<file path="config.mk">
export PLATFORM = sky130hd
export DESIGN_NAME = mem_port_arbiter
export DESIGN_NICKNAME = d
export VERILOG_FILES = /design/src/rtl/cpu_mem_pkg.sv /design/src/rtl/arb_timeout_counter.sv /design/src/rtl/mem_port_arbiter.sv
export SDC_FILE = /design/constraint.sdc
export NUM_CORES = 1
export LEC_CHECK = 0
export CAP_MARGIN = 20
export CORE_MARGIN = 2
export CORE_UTILIZATION = 38
export CTS_CLUSTER_DIAMETER = 50
export DETAILED_ROUTE_END_ITERATION = 10
export PLACE_DENSITY = 0.77
export SLEW_MARGIN = 30
export SYNTH_ARGS = -nofsm -noshare
export SYNTH_HDL_FRONTEND = slang
export SYNTH_SLANG_ARGS = --single-unit
</file>
<file path="constraint.sdc">
create_clock -name clk -period 4.3 [get_ports clk]
set_input_delay 0.645 -clock clk [delete_from_list [all_inputs] [get_ports clk]]
set_output_delay 0.645 -clock clk [all_outputs]
set_load 0.005 [all_outputs]
</file>
<file path="src/rtl/cpu_mem_pkg.sv">
// rtl/cpu_mem_pkg.sv - shared state encoding and port constants for the memory port arbiter
package cpu_mem_pkg;

  typedef enum logic [1:0] {
    IDLE    = 2'b00,
    I_BUSY  = 2'b01,
    D_BUSY  = 2'b10,
    RELEASE = 2'b11
  } state_t;

  localparam logic PORT_I = 1'b0;
  localparam logic PORT_D = 1'b1;

  localparam logic [3:0] BE_NONE = 4'b0000;

endpackage

</file>
<file path="src/rtl/arb_timeout_counter.sv">
// rtl/arb_timeout_counter.sv - bus timeout counter with clear/enable, flags expiry at TIMEOUT-1
module arb_timeout_counter #(
  parameter int TIMEOUT = 16
) (
  input  logic clk,
  input  logic rst,
  input  logic clear,
  input  logic enable,
  output logic expired
);

  localparam int CNT_W = (TIMEOUT > 2) ? $clog2(TIMEOUT) : 1;
  localparam logic [CNT_W-1:0] LAST = CNT_W'(TIMEOUT - 1);

  logic [CNT_W-1:0] count;

  always_ff @(posedge clk or posedge rst) begin
    if (rst) begin
      count <= '0;
    end else if (clear) begin
      count <= '0;
    end else if (enable && !expired) begin
      count <= count + 1'b1;
    end
  end

  assign expired = (count == LAST);

endmodule

</file>
<file path="src/rtl/mem_port_arbiter.sv">
// rtl/mem_port_arbiter.sv - shares one single-port memory between fetch (I) and load/store (D)
// D has priority; an I starvation guard and a bus timeout with error return are included.
module mem_port_arbiter
  import cpu_mem_pkg::*;
#(
  parameter int ADDR_W       = 32,
  parameter int DATA_W       = 32,
  parameter int MAX_D_STREAK = 4,
  parameter int TIMEOUT      = 16
) (
  input  logic              clk,
  input  logic              rst,
  input  logic              i_req,
  input  logic [ADDR_W-1:0] i_addr,
  output logic              i_ack,
  output logic [DATA_W-1:0] i_rdata,
  output logic              i_err,
  input  logic              d_req,
  input  logic              d_we,
  input  logic [3:0]        d_be,
  input  logic [ADDR_W-1:0] d_addr,
  input  logic [DATA_W-1:0] d_wdata,
  output logic              d_ack,
  output logic [DATA_W-1:0] d_rdata,
  output logic              d_err,
  output logic              mem_req,
  output logic              mem_we,
  output logic [3:0]        mem_be,
  output logic [ADDR_W-1:0] mem_addr,
  output logic [DATA_W-1:0] mem_wdata,
  input  logic              mem_ack,
  input  logic [DATA_W-1:0] mem_rdata,
  output logic              busy
);

  localparam int STREAK_W = $clog2(MAX_D_STREAK + 1);
  localparam logic [STREAK_W-1:0] STREAK_MAX = STREAK_W'(MAX_D_STREAK);

  state_t              state;
  logic [STREAK_W-1:0] streak;
  logic                grant_port;
  logic                in_busy;
  logic                tmo_expired;

  assign in_busy = (state == I_BUSY) || (state == D_BUSY);

  // D wins a tie unless I has already been passed over MAX_D_STREAK times in a row.
  always_comb begin
    grant_port = PORT_I;
    if (d_req && !(i_req && streak == STREAK_MAX)) grant_port = PORT_D;
  end

  arb_timeout_counter #(
    .TIMEOUT(TIMEOUT)
  ) u_timeout (
    .clk    (clk),
    .rst    (rst),
    .clear  (!in_busy),
    .enable (in_busy && !mem_ack),
    .expired(tmo_expired)
  );

  always_ff @(posedge clk or posedge rst) begin
    if (rst) begin
      state     <= IDLE;
      streak    <= '0;
      i_ack     <= 1'b0;
      i_rdata   <= '0;
      i_err     <= 1'b0;
      d_ack     <= 1'b0;
      d_rdata   <= '0;
      d_err     <= 1'b0;
      mem_req   <= 1'b0;
      mem_we    <= 1'b0;
      mem_be    <= BE_NONE;
      mem_addr  <= '0;
      mem_wdata <= '0;
      busy      <= 1'b0;
    end else begin
      i_ack <= 1'b0;
      i_err <= 1'b0;
      d_ack <= 1'b0;
      d_err <= 1'b0;
      case (state)
        IDLE: begin
          if (i_req || d_req) begin
            busy    <= 1'b1;
            mem_req <= 1'b1;
            if (grant_port == PORT_D) begin
              state     <= D_BUSY;
              mem_addr  <= d_addr;
              mem_we    <= d_we;
              mem_be    <= d_we ? d_be : BE_NONE;
              mem_wdata <= d_wdata;
              if (!i_req)                 streak <= '0;
              else if (streak != STREAK_MAX) streak <= streak + 1'b1;
            end else begin
              state     <= I_BUSY;
              mem_addr  <= i_addr;
              mem_we    <= 1'b0;
              mem_be    <= BE_NONE;
              mem_wdata <= '0;
              streak    <= '0;
            end
          end
        end
        I_BUSY, D_BUSY: begin
          // A mem_ack in the expiry cycle still counts as a normal completion.
          if (mem_ack || tmo_expired) begin
            mem_req <= 1'b0;
            state   <= RELEASE;
            if (state == I_BUSY) begin
              i_ack   <= 1'b1;
              i_err   <= !mem_ack;
              i_rdata <= mem_ack ? mem_rdata : '0;
            end else begin
              d_ack   <= 1'b1;
              d_err   <= !mem_ack;
              d_rdata <= mem_ack ? mem_rdata : '0;
            end
          end
        end
        RELEASE: begin
          state <= IDLE;
          busy  <= 1'b0;
        end
        default: state <= IDLE;
      endcase
    end
  end

endmodule

</file>
* After elaboration in Yosys (flattened, before gate mapping)
Cells that the tools add are included.
** Operators by class
- Add/subtract/negate cells :: 2
- Eq/ne operators :: 10
- Mux-type cells :: 32
- Bitwise logic cells :: 1
- Reduce and logical (&&, ||, !) cells :: 21
** Operators by type and width (count)
- 32-bit two-way mux :: 3
- 1-bit two-way mux :: 16
- 4-bit two-way mux :: 4
- 3-bit AND reduction :: 4
- 3-bit two-way mux :: 3
- 2-bit two-way mux :: 3
- 2-bit one-hot mux with 3 select lines :: 1
- 2-bit AND reduction :: 3
- 4-bit by 1-bit adder with 4-bit output, second input constant :: 1
- 2-bit == test, second input constant :: 2
- 4-bit == test, second input constant :: 1
- 1-bit logical AND :: 4
- 2-bit != test, second input constant :: 2
- 1-bit one-hot mux with 2 select lines :: 2
- 2-bit nonzero test :: 2
- 3-bit by 1-bit adder with 3-bit output, second input constant :: 1
- 3-bit == test, second input constant :: 1
- 1-bit zero test :: 3
- 1-bit logical OR :: 3
- 3-bit by 2-bit != test with 1-bit output, second input constant :: 1
- 3-bit != test, second input constant :: 1
- 2-bit by 1-bit == test with 1-bit output, second input constant :: 1
- 2-bit zero test :: 1
- 2-bit by 1-bit != test with 1-bit output, second input constant :: 1
- other kinds (2) :: 2
** Storage, ports and cells
- Flip-flop bits (word level) :: 148
- Input bits :: 138
- Output and inout port bits :: 139
- Word-level logic and storage cells :: 81

* Logic depth before layout (Yosys ltp)
Gate-level depths: netlist of the first run.
- Word-level depth :: 8
- Mapped depth :: 8

* Hierarchy
Synthesis of the first run repeated with hierarchy kept, for this count alone.
** Unflattened totals
- Cell total of the unflattened synthesis :: 668
- Area total of the unflattened synthesis :: 6483.7 um^2
** By module, submodules not included
- mem_port_arbiter :: times used 1, cells each 647, area an instance 6251.0 um^2
- arb_timeout_counter :: times used 1, cells each 21, area an instance 232.7 um^2

* Least setup slack after synthesis of the first run
No wires, ideal clock.
- Path type :: reg-to-reg
- Start point :: register state[0]
- End point :: register d_rdata[10]
- Library setup time :: 121 ps
- Data arrival time :: 1729 ps
- Data required time :: 4179 ps
- Slack :: 2450 ps
- Stages on the path, launching flop included :: 9
- Path buffers :: 3
- Path through :: dfrtp_1 inv_1 ha_1 buf_4 inv_2 or3_1 buf_6 buf_6 a22o_1
** On the way
- Longest elaborated chain between the ends :: 3
** Ends and longest elaborated chain
- start: declaration :: RTL line mem_port_arbiter.sv:39 : state_t state;
- start signal: assignment :: RTL line mem_port_arbiter.sv:65 : state <= IDLE;
- start signal: assignment :: RTL line mem_port_arbiter.sv:90 : state <= D_BUSY;
- start signal: assignment :: RTL line mem_port_arbiter.sv:98 : state <= I_BUSY;
- 2-bit by 1-bit == test with 1-bit output or 2-bit == test (tied branches) :: RTL line mem_port_arbiter.sv:84, mem_port_arbiter.sv:112
- 2-bit OR reduction or 1-bit inverter (tied branches)
- 3-bit AND reduction (no source line) *
- end signal: assignment :: RTL line mem_port_arbiter.sv:119 : d_rdata <= mem_ack ? mem_rdata : '0;
- end: declaration :: RTL line mem_port_arbiter.sv:24 : output logic [DATA_W-1:0] d_rdata,
Mark *: on every way between the ends. The rest lies on a longest branch, timed or not.
A chain may end at the register's enable or synchronous reset.

* Worst setup path after layout of the first run
- Start point :: input i_req
- End point :: register mem_wdata[10]
** On the way
- Longest elaborated chain between the ends :: 5
** Ends and longest elaborated chain
- start: declaration :: RTL line mem_port_arbiter.sv:13 : input logic i_req,
- 1-bit logical AND :: RTL line mem_port_arbiter.sv:50 : if (d_req && !(i_req && streak == STREAK_MAX)) grant_port = PORT_D;
- 1-bit zero test :: RTL line mem_port_arbiter.sv:50
- 1-bit logical AND :: RTL line mem_port_arbiter.sv:50
- 1-bit two-way mux :: RTL line mem_port_arbiter.sv:50
- 32-bit two-way mux :: RTL line mem_port_arbiter.sv:89 : if (grant_port == PORT_D) begin
- end signal: assignment :: RTL line mem_port_arbiter.sv:94 : mem_wdata <= d_wdata;
- end: declaration :: RTL line mem_port_arbiter.sv:30 : output logic [DATA_W-1:0] mem_wdata,
Parallel ways exist; a longest one is shown, timed or not.

==> impl_metrics.tcl, run 1 <==
set metrics [dict create \
    max-vdd-ir-drop_mv 0.322 \
    crit_fanout 38 \
    fillers 1342 \
    worstSetupPathType "in2reg" \
    clk_path_buf_depth 2 \
    min_period_over_period_pct 58.2 \
    ys_seq_area_share_pct 61.0 \
    post_cts.repair.setup_buffers 0 \
    p_int_uw 4790 \
    grt_max_degree 75 \
    synth_top_family_by_area "compound AO/OA/AOI/OAI gates" \
    placed_area_um2 9010 \
    design.core.area_um2 15800 \
    status "finished, final reports clean" \
    clk_latency_ns 0.42 \
    post-route-min-period_ns 2.50 \
    syn_nets 715 \
    synth-seq-cells 148 \
    synthTopCellsByCount "148 x dfrtp_1, 145 x nand2_1, 64 x a22o_1" \
    synthCells 570 \
    p_per_area_nw_per_um2 729 \
    p_clk_share_pct 22.9 \
    relSlewSlack_pct 38.9 \
    dieHeight_um 130 \
    slew_viol_final 0 \
    grt_pass1_wl_mm 28.6 \
    rsz0062_at_grt "false" \
    synth_cell_types 36 \
    final-hold-violation-count 0 \
    yosysWarningCount 0 \
    yosysTopAreaCellShare_pct 61.0 \
    drt-initial-drc-count 325 \
    setup_viol 0 \
    grt_pass1_vias 5449 \
    gp_congestion 0.810 \
    pwr-share-seq_pct 34.5 \
    combPwrFrac_pct 42.6 \
    max_freq_mhz 400 \
    yosys.area.top_type "dfrtp_1" \
    synth-edff-count 0 \
    synth_fa_ha_area_share_pct 1.44 \
    first_pass_iters 4 \
    synth.most_common_cell "dfrtp_1" \
    vias 5470 \
    synthArstFlopShare_pct 100 \
    routed_wl_mm 18.4 \
    synth_flop_cell "dfrtp_1" \
    clockRootBuffer "clkbuf_16" \
    fin_nets 972 \
    cts.clk_slew.worst_paths_ns 0.06 \
    dp_hpwl_mm 12.5 \
    required_ns 4.61 \
    avgRoutedWirePerCell_um 17.4 \
    crit_path_end_kind "flop" \
    finalSetupTns_ns 0 \
    cap_violations 0 \
    antenna_found_initial 0 \
    synth_area_leaders "dfrtp_1 61%, a22o_1 9.2%, nand2_1 9.0%" \
    die_area_um2 17000 \
    hold_path_depth 2 \
    tightest_slew_ns 0.915 \
    htreeDepth 4 \
    arrival_ns 2.81 \
    p_sw_uw 2240 \
    skew_ns 0.00821 \
    drt-vias-per-instance 5.18 \
    reg2reg_depth 7 \
    rrSetupSlack_ns 1.82 \
    sw_frac_of_total_pct 31.9 \
    synth_xor_area_share_pct 0.144 \
    synthSimpleGateAreaFrac_pct 14.0 \
    p_leak_uw 0.00406 \
    die_width_um 130 \
    cp-start-kind "input port" \
    hold_path_class "reg2reg" \
    io_pins 277 \
    cts_resized 0 \
    ctsHoldBuffers 0 \
    synth_area_per_cell_um2 10.7 \
    final_area_um2 9650 \
    drive_gt1_share_pct 6.19 \
    cts_buffers 17 \
    cts.sinks 148 \
    post-route-drc-count 0 \
    antennaDiodeCount 0 \
    gr-usage-all-layers_pct 21.6 \
    initial_core_util_pct 38.5 \
    syn_area_um2 6070 \
    cts_tree "yes" \
    areaGrowthSynthToFinish_pct 59.0 \
    ant_nets 0 \
    std_cell_rows 46 \
    synth-compound-area-share_pct 18.8 \
    power_uw 7030 \
    numPortBuffers 276 \
    gr-total-overflow 0 \
    synth.area.mux_share_pct 0 \
]
## worst paths after layout
check                                  start             to
worst max-delay path                   i_req  mem_wdata[10]
worst min-delay path            mem_wdata[0]   mem_wdata[0]
worst max register to register      state[1]  mem_wdata[10]
worst min register to register  mem_wdata[0]   mem_wdata[0]
max in group asynchronous                rst    d_rdata[14]
min in group asynchronous                rst     i_rdata[7]
## placed cells by master, fill, tap and decap left out, types with 2 or more instances in the layout
| master | synthesis | final |
|---|---|---|
| nor3b_1 | 2 | 2 |
| nand3_1 | 4 | 4 |
| clkinv_4 | 0 | 4 |
| buf_4 | 1 | 11 |
| buf_12 | 0 | 2 |
| ha_1 | 7 | 7 |
| nand2_1 | 145 | 145 |
| nor2_1 | 3 | 2 |
| or3_1 | 2 | 2 |
| dfrtp_1 | 148 | 148 |
| clkdlybuf4s50_1 | 0 | 276 |
| nand4_1 | 34 | 34 |
| o211ai_1 | 33 | 33 |
| clkbuf_16 | 0 | 17 |
| inv_1 | 12 | 11 |
| clkinvlp_4 | 0 | 3 |
| a21oi_1 | 4 | 4 |
| a22o_1 | 64 | 64 |
| bufinv_16 | 0 | 4 |
| o21ai_0 | 42 | 42 |
| inv_6 | 0 | 2 |
## worst max-delay path: stages
cell	delay, ns
clkdlybuf4s50_1	0.58
nand3_1	0.14
buf_4	0.38
nand2_1	0.65
o21ai_0	0.41
## final cells by class
cell class              count  area (um^2)  share of cell area [%]
flip-flops and latches    148         3700                    38.4
repair buffers            289         2890                    29.9
multi-input cells         358         2100                    21.7
clock buffers              19          443                    4.59
well taps                 216          270                    2.80
clock inverters            13          199                    2.06
inverters                  13         52.6                   0.544
## per-layer routing
metal | up-vias | share of wire, % | global-route usage (%)
li1 | 2534 | - | -
met1 | 2671 | 41 | 25.9
met2 | 237 | 47 | 35.1
met3 | 28 | 10 | 8.67
met4 | 0 | 2.2 | 8.51
met5 | - | 0 | 0
## stage by stage
stage / cells / utilization (%) / setup slack, ns / hold WS, ns
after floorplan: 570 / - / 1.79 / 0.473
after global placement: 1024 / 57.1 / 1.48 / 0.462
after detailed placement: 1024 / 57.1 / 1.38 / 0.469
after CTS: 1056 / 61.2 / 1.82 / 0.484
after global routing: 1056 / 61.2 / 1.64 / 0.506
final: 1056 / 61.2 / 1.80 / 0.477
## cell families (layout without fill, tap and decap cells)
kind of cell             Yosys count  count (layout)
AO/OA/AOI/OAI                    155             155
XOR/XNOR                           1               1
adder cells (fa/ha/maj)            7               7
buffers and inverters             64             334
flip-flops                       148             148
AND/OR/NAND/NOR                  195             195
## power by group through the flow
stage / registers, uW / clock network (uW) / logic (uW)
after detailed placement: 2440 / 0 / 3010
after global routing: 2500 / 1700 / 3290
after floorplan: 2450 / 0 / 1260
after global placement: 2420 / 0 / 2960
final: 2420 / 1610 / 3000
after CTS: 2430 / 1640 / 3030
## state kept, by name, summed over array words and instances (netlist names), 2 cells and up
signal and count:
d_rdata 32, mem_wdata 32, mem_be 4, u_timeout.count 4
state 2, mem_addr 32, i_rdata 32, streak 3
(Power assumes the default switching activity.)
==> inputs of run 2 (changes only) <==
CORE_UTILIZATION = 42   (was 38)
PLACE_DENSITY = 0.81   (was 0.77)
clock period = 2.35 ns   (was 4.3 ns; I/O delays follow)
==> impl_metrics.tcl, run 2 (synthesized netlist as in run 1, its figures left out) <==
set metrics [dict create \
    grt_max_degree 73 \
    dp_hpwl_mm 13.1 \
    gp_congestion 0.833 \
    drt-vias-per-instance 5.45 \
    skew_ns 0.00874 \
    cp-start-kind "flop" \
    cts.clk_slew.worst_paths_ns 0.07 \
    drt-initial-drc-count 401 \
    finalSetupTns_ns 0 \
    worstSetupPathType "reg2reg" \
    crit_path_end_kind "flop" \
    avgRoutedWirePerCell_um 18.0 \
    post-route-drc-count 0 \
    post_cts.repair.setup_buffers 0 \
    required_ns 2.64 \
    hold_slack_ns 0.333 \
    max-vdd-ir-drop_mv 0.554 \
    gr-usage-all-layers_pct 24.6 \
    cap_violations 0 \
    layout.cells.most_common "clkdlybuf4s50_1" \
    drive_gt1_share_pct 7.19 \
    seqCellArea_um2 3700 \
    p_per_area_nw_per_um2 1310 \
    std_cell_rows 43 \
    clockRootBuffer "clkbuf_16" \
    tightest_slew_ns 0.532 \
    min_period_over_period_pct 80.1 \
    cts_resized 0 \
    post-route-min-period_ns 1.88 \
    htreeDepth 4 \
    die_area_um2 15400 \
    multi_input_area_um2 2100 \
    rrSetupSlack_ns 0.47 \
    grt_pass1_vias 5828 \
    cts_buffers 17 \
    setup_viol 0 \
    crit_fanout 33 \
    routed_wl_mm 18.5 \
    vias 5602 \
    grt_pass1_wl_mm 30.4 \
    first_pass_iters 5 \
    relSlewSlack_pct 64.5 \
    power_uw 12600 \
    hold_path_class "in2async" \
    initial_core_util_pct 43.4 \
    fillers 1057 \
    arrival_ns 2.17 \
    cts.sinks 148 \
    fin_nets 980 \
    dieHeight_um 124 \
    io_pins 277 \
    ant_nets 0 \
    numPortBuffers 276 \
    slew_viol_final 0 \
    design.core.area_um2 14000 \
    final-hold-violation-count 0 \
    final_cell_mix "276 x clkdlybuf4s50_1, 148 x dfrtp_1, 145 x nand2_1" \
    antenna_found_initial 0 \
    cts_tree "yes" \
    max_freq_mhz 531 \
    antennaDiodeCount 0 \
    rsz0062_at_grt "false" \
    gr-total-overflow 0 \
    status "finished, final reports clean" \
    clk_path_buf_depth 2 \
    areaGrowthSynthToFinish_pct 58.7 \
    p_leak_uw 0.00407 \
    clk_latency_ns 0.42 \
    ctsHoldBuffers 0 \
    die_width_um 124 \
]
run 2: changes by cell type in the layout (fill, tap and decap cells not counted):
cell,delta
clkinv_4,+1
buf_12,+4
buf_4,+4
inv_6,+2
clkbuf_1,-1
clkinvlp_4,+2
bufinv_16,-4
run 2: path summary, 6_finish.rpt:
path,cells after the start,startpoint,end
worst max-delay path,6,state[0],d_rdata[1]
worst min-delay path,2,rst,mem_addr[20]
worst max register to register,6,state[0],d_rdata[1]
worst min register to register,2,mem_wdata[7],mem_wdata[7]
max in group asynchronous,3,rst,mem_wdata[11]
min in group clk,3,d_wdata[27],mem_wdata[27]
run 2: final cells by class:
cell class | instances | share of cell area (%)
clock buffer | 18 | 4.56
clock inverter | 14 | 1.25
inverter | 13 | 0.545
multi-input combinational | 358 | 21.8
sequential | 148 | 38.4
tap | 180 | 2.34
timing repair buffer | 297 | 31.1
run 2: worst max-delay path, cell delays in order (launching register included):
cell and delay (ns):
dfrtp_1 0.43, inv_1 0.07, ha_1 0.32, inv_2 0.06, or3_1 0.42, buf_12 0.19
a22o_1 0.27
run 2: where the power goes:
part | internal, uW | switching, uW | total [uW]
Clock | 1400 | 1110 | 2510
Sequential | 3750 | 689 | 4440
Combinational | 3290 | 2390 | 5680
Total | 8440 | 4190 | 12600
run 2: metrics by stage:
step / util [%] / std cells / setup slack (ns) / area, um^2
6_report: 68.9 / 1028 / 0.467 / 9630
5_1_grt: 68.9 / 1028 / 0.368 / 9630
4_1_cts: 68.9 / 1028 / 0.453 / 9630
3_5_place_dp: 64.9 / 996 / 0.242 / 9070
3_3_place_gp: 64.9 / 996 / 0.317 / 9070
2_1_floorplan: - / 570 / 0.137 / 6080
run 2: metal layers:
metal	global-route usage (%)	vias to the layer above	routed length [um]
met5	0	-	0
met4	10.4	0	512
met3	8.05	38	1640
met2	41.5	295	9140
met1	28.8	2716	7250
li1	-	2553	-
